[config.mk]
export PLATFORM = sky130hd
export DESIGN_NAME = instruction_refill_unit
export DESIGN_NICKNAME = d
export VERILOG_FILES = /design/src/rtl/instruction_refill_unit_pkg.sv /design/src/rtl/instruction_refill_unit.sv
export SDC_FILE = /design/constraint.sdc
export NUM_CORES = 1
export LEC_CHECK = 0
export CAP_MARGIN = 20
export CORE_AREA = 2 2 238 240
export CTS_CLUSTER_SIZE = 20
export DETAILED_ROUTE_END_ITERATION = 8
export DIE_AREA = 0 0 240 242
export PLACE_DENSITY = 0.7
export RECOVER_POWER = 25
export SYNTH_ARGS = -nofsm -noshare
export SYNTH_HDL_FRONTEND = slang
export SYNTH_SLANG_ARGS = --single-unit
[constraint.sdc]
create_clock -name CLK -period 3.7 [get_ports CLK]
set_input_delay 0.37 -clock CLK [delete_from_list [all_inputs] [get_ports CLK]]
set_output_delay 0.37 -clock CLK [all_outputs]
set_load 0.05 [all_outputs]
[src/rtl/instruction_refill_unit_pkg.sv]
// Shared line-layout definitions for the L1 instruction cache and its refill unit.
package instruction_refill_unit_pkg;

  typedef enum logic [1:0] {
    IDLE    = 2'd0,
    REQUEST = 2'd1,
    FILL    = 2'd2,
    RESPOND = 2'd3
  } refill_state_e;

  function automatic int clog2(input int value);
    int r;
    r = 0;
    while ((1 << r) < value) r++;
    return r;
  endfunction

  function automatic int block_width(input int words, input int data_width);
    return words * data_width;
  endfunction

  function automatic int word_select(input int words);
    return clog2(words);
  endfunction

endpackage

[src/rtl/instruction_refill_unit.sv]
// Single-outstanding instruction line refill: one burst request, WORD_PER_BLOCK beats
// assembled MSB-first into a line, then handed back to L1 over valid/ready.
module instruction_refill_unit
  import instruction_refill_unit_pkg::*;
#(
  parameter  int ADDRESS_WIDTH  = 32,
  parameter  int DATA_WIDTH     = 32,
  parameter  int WORD_PER_BLOCK = 16,
  localparam int BLOCK_WIDTH    = block_width(WORD_PER_BLOCK, DATA_WIDTH),
  localparam int WORD_SELECT    = word_select(WORD_PER_BLOCK)
) (
  input  logic                     CLK,
  input  logic                     RSTN,
  input  logic                     ADDRESS_TO_L2_VALID_INS,
  output logic                     ADDRESS_TO_L2_READY_INS,
  input  logic [ADDRESS_WIDTH-3:0] ADDRESS_TO_L2_INS,
  output logic                     DATA_FROM_L2_VALID_INS,
  input  logic                     DATA_FROM_L2_READY_INS,
  output logic [BLOCK_WIDTH-1:0]   DATA_FROM_L2_INS,
  output logic                     MEM_REQ_VALID,
  input  logic                     MEM_REQ_READY,
  output logic [ADDRESS_WIDTH-3:0] MEM_REQ_ADDRESS,
  input  logic                     MEM_DATA_VALID,
  input  logic [DATA_WIDTH-1:0]    MEM_DATA,
  output logic                     REFILL_BUSY
);

  refill_state_e            state;
  logic [WORD_SELECT-1:0]   beat_cnt;
  logic [WORD_PER_BLOCK-1:0] slot_we;

  // Handshake outputs decode straight from the state register: no input-to-output path.
  assign ADDRESS_TO_L2_READY_INS = (state == IDLE);
  assign MEM_REQ_VALID           = (state == REQUEST);
  assign DATA_FROM_L2_VALID_INS  = (state == RESPOND);
  assign REFILL_BUSY             = (state != IDLE);

  always_comb begin
    slot_we = '0;
    if (state == FILL && MEM_DATA_VALID) slot_we[beat_cnt] = 1'b1;
  end

  always_ff @(posedge CLK or negedge RSTN) begin
    if (!RSTN) begin
      state            <= IDLE;
      beat_cnt         <= '0;
      MEM_REQ_ADDRESS  <= '0;
      DATA_FROM_L2_INS <= '0;
    end else begin
      case (state)
        IDLE: if (ADDRESS_TO_L2_VALID_INS) begin
          MEM_REQ_ADDRESS  <= {ADDRESS_TO_L2_INS[ADDRESS_WIDTH-3:WORD_SELECT], {WORD_SELECT{1'b0}}};
          beat_cnt         <= '0;
          DATA_FROM_L2_INS <= '0;
          state            <= REQUEST;
        end
        REQUEST: if (MEM_REQ_READY) state <= FILL;
        FILL: if (MEM_DATA_VALID) begin
          // Counter wraps to 0 on the last beat; it is re-cleared on the next accept anyway.
          beat_cnt <= beat_cnt + WORD_SELECT'(1);
          if (beat_cnt == WORD_SELECT'(WORD_PER_BLOCK - 1)) state <= RESPOND;
        end
        RESPOND: if (DATA_FROM_L2_READY_INS) state <= IDLE;
        default: state <= IDLE;
      endcase
      // Word k lands in the k-th slot from the top so word 0 sits in the MSBs.
      for (int k = 0; k < WORD_PER_BLOCK; k++)
        if (slot_we[k]) DATA_FROM_L2_INS[BLOCK_WIDTH-1-k*DATA_WIDTH -: DATA_WIDTH] <= MEM_DATA;
    end
  end

endmodule

==> results.toml <==
[run_status]
status = "finished, final reports clean"

[power_and_ir_drop]
p_leak_nw = 12.6
p_total_mw = 18.6
irDropWorstVdd_v = 0.000539
powerDensity_nw_per_um2 = 614
switching_share = 0.373
pwr-share-clk = 0.307
p_comb_frac = 0.315
p_seq_frac = 0.378
p_int_mw = 11.6
switchingPower_mw = 6.92

[synth]
synthMuxAreaShare = 0.0143
synth_area_um2 = 22000
synth_cell_types = 28
ys_seq_area_frac = 0.618
synth_xor_area_frac = 0
synthSimpleGateAreaFrac = 0.186
yosys_warnings = 0
syn_area_per_cell_um2 = 9.14
synth_compound_area_frac = 0.119
synth_cells = 2410
synth-seq-cells = 544
synth_top_family_by_area = "simple AND/OR/NAND/NOR gates"
synth_adder_area_share = 0.00511

[clocking]
clk_path_buf_depth = 3
htreeDepth = 2
cts_tree = "yes"
cts_root_buf = "clkbuf_16"
clock_latency_ns = 0.60
path_clk_slew_ns = 0.07
ctsResizeCount = 0
cts.sinks = 544
cts_buffers = 56
holdBufCountCts = 1
post-cts-setup-buffers = 0

[sta]
fmax_mhz = 360
slew_violations = 0
fin_ws_ns = 0.925
period_share = 0.750
hold_viol_final = 0
setup_violations = 0
min_period_ns = 2.77
holdWs_ns = 0.382
setup-tns-final_ns = 0
relSlewSlack = 0.0352
worst-slew-pin-transition_ns = 1.45
rsz0062_at_grt = "no"
skew_ns = 0.0227

[routing]
drt-initial-drc-count = 1565
wl_per_cell_um = 19.9
routed_wl_um = 73400
ant_nets = 0
first_pass_iters = 5
num_vias = 18500
drc = 0
via_per_inst = 5.02

[min_path]
hp-class = "primary input to register"

[grt]
grt_pass1_vias = 18000
grt_pass1_wl_um = 111000
grt_use_total = 0.249
grt_overflow = 0
antenna_found_initial = 4
grt_max_degree = 110

[critical_path]
critPathRequiredTime_ns = 4.35
cp-end-kind = "async pin"
start_kind = "primary input"
cp_data_arrival_time_ns = 3.42
worst-setup-path-type = "primary input to async pin"
r2r_setup_slack_ns = 1.30
path_max_fanout = 91

[run]
maxCapViolCount = 0

[floorplan]
core_area_um2 = 55700
die_h_um = 242
die_area_um2 = 58100
io_pins = 614
rows = 87
start_util = 0.395
die_w_um = 240

[placement]
placed_cell_area_um2 = 28400
dp_cells = 3581
port_buffers = 605
post-place-ws_ns = 0.973
dp_hpwl_um = 49200
place.gp.congestion = 0.811

[cells_and_area]
fin_nets = 2964
fillers = 4926
final_cell_area_um2 = 30200
fin_cells = 3688
utilization = 0.543
area_growth_pct = 37.3
drive_gt1_frac = 0.0618
[worst paths after layout]
kind	start	end	cells after the start
worst max register to register	state[0]	DATA_FROM_L2_INS[360]	7
min in group asynchronous	RSTN	DATA_FROM_L2_INS[180]	2
worst max-delay path	RSTN	MEM_REQ_ADDRESS[10]	4
worst min register to register	MEM_REQ_ADDRESS[15]	MEM_REQ_ADDRESS[15]	1
max in group CLK	state[0]	ADDRESS_TO_L2_READY_INS	3
worst min-delay path	ADDRESS_TO_L2_INS[28]	MEM_REQ_ADDRESS[28]	2
[cells in the mapped netlist]
library cell / n / area (um^2)
nor3_4: 2 / 32.5
conb_1: 1 / 3.75
o21ai_0: 516 / 2580
clkbuf_1: 103 / 387
nand2_1: 1030 / 3870
nand3_4: 1 / 17.5
and4_1: 2 / 17.5
buf_1: 1 / 3.75
buf_4: 44 / 330
or2_2: 1 / 6.26
nor2_2: 1 / 6.26
a22o_1: 3 / 26.3
a31oi_1: 1 / 6.26
buf_2: 65 / 325
dfrtp_1: 544 / 13600
inv_1: 9 / 33.8
nor4bb_2: 1 / 16.3
mux2_2: 28 / 315
nand2b_1: 1 / 6.26
clkbuf_2: 18 / 90.1
nand3_1: 5 / 25.0
a22oi_1: 1 / 7.51
and2_1: 12 / 75.1
buf_6: 7 / 78.8
ha_1: 9 / 113
and4b_1: 2 / 20.0
nor3b_4: 1 / 18.8
o2111ai_1: 1 / 8.76
[cell usage in the layout, fill, tap and decap left out, types with 2 or more instances in the layout]
cell	instances
clkinvlp_4	2
and4_1	2
clkdlybuf4s50_1	604
buf_4	27
buf_8	2
clkbuf_1	16
and4b_1	2
dfrtp_1	544
nand2_1	1029
clkbuf_16	57
conb_1	4
inv_1	9
bufinv_16	5
inv_6	2
clkinv_2	14
ha_1	9
o21ai_0	516
a22o_1	3
nand3_1	5
buf_12	13
diode_2	3
mux2_2	28
nor3_4	2
clkbuf_8	8
and2_2	12
[state kept, by name (all words and copies together) (netlist names)]
| name | flops |
|---|---|
| state | 2 |
| DATA_FROM_L2_INS | 512 |
| beat_cnt | 4 |
| MEM_REQ_ADDRESS | 26 |
[logic make-up (layout without fill, tap and decap cells)]
logic type | count (synthesis) | count (layout)
flip-flops | 544 | 544
multiplexers | 28 | 28
other | 1 | 7
AO/OA/AOI/OAI | 522 | 522
adder cells (fa/ha/maj) | 9 | 9
buffers and inverters | 247 | 763
AND/OR/NAND/NOR | 1059 | 1059
[power groups by stage]
stage                     combinational, mW  clock [mW]  sequential, mW
final                                  5.84        5.70            7.02
after global routing                   6.14        6.02            7.08
after CTS                              5.86        5.80            7.01
after detailed placement               5.84           0            7.09
after global placement                 5.77           0            7.05
after floorplan                        1.44           0            9.28
[area by class of cell]
cell class                 count  area [um^2]  share of cell area
timing repair buffer         654         6600               0.218
antenna                        3         7.51            0.000248
tap                          756          946              0.0313
multi-input combinational   1622         7210               0.238
clock inverter                24          262             0.00864
sequential                   544        13600               0.450
inverter                       9         33.8             0.00112
clock buffer                  76         1580              0.0522
[layer usage]
metal,track usage,wire length [um],part of all wire
met1,0.344,30900,0.42
met2,0.374,32700,0.45
met3,0.0791,7340,0.10
met4,0.0813,2390,0.033
met5,0,0,0
[critical path, cell delays in order]
cell	delay [ns]
dlygate4sd3_1	0.57
buf_8	0.55
clkbuf_2	1.17
clkbuf_1	0.60
(Power assumes the default switching activity.)
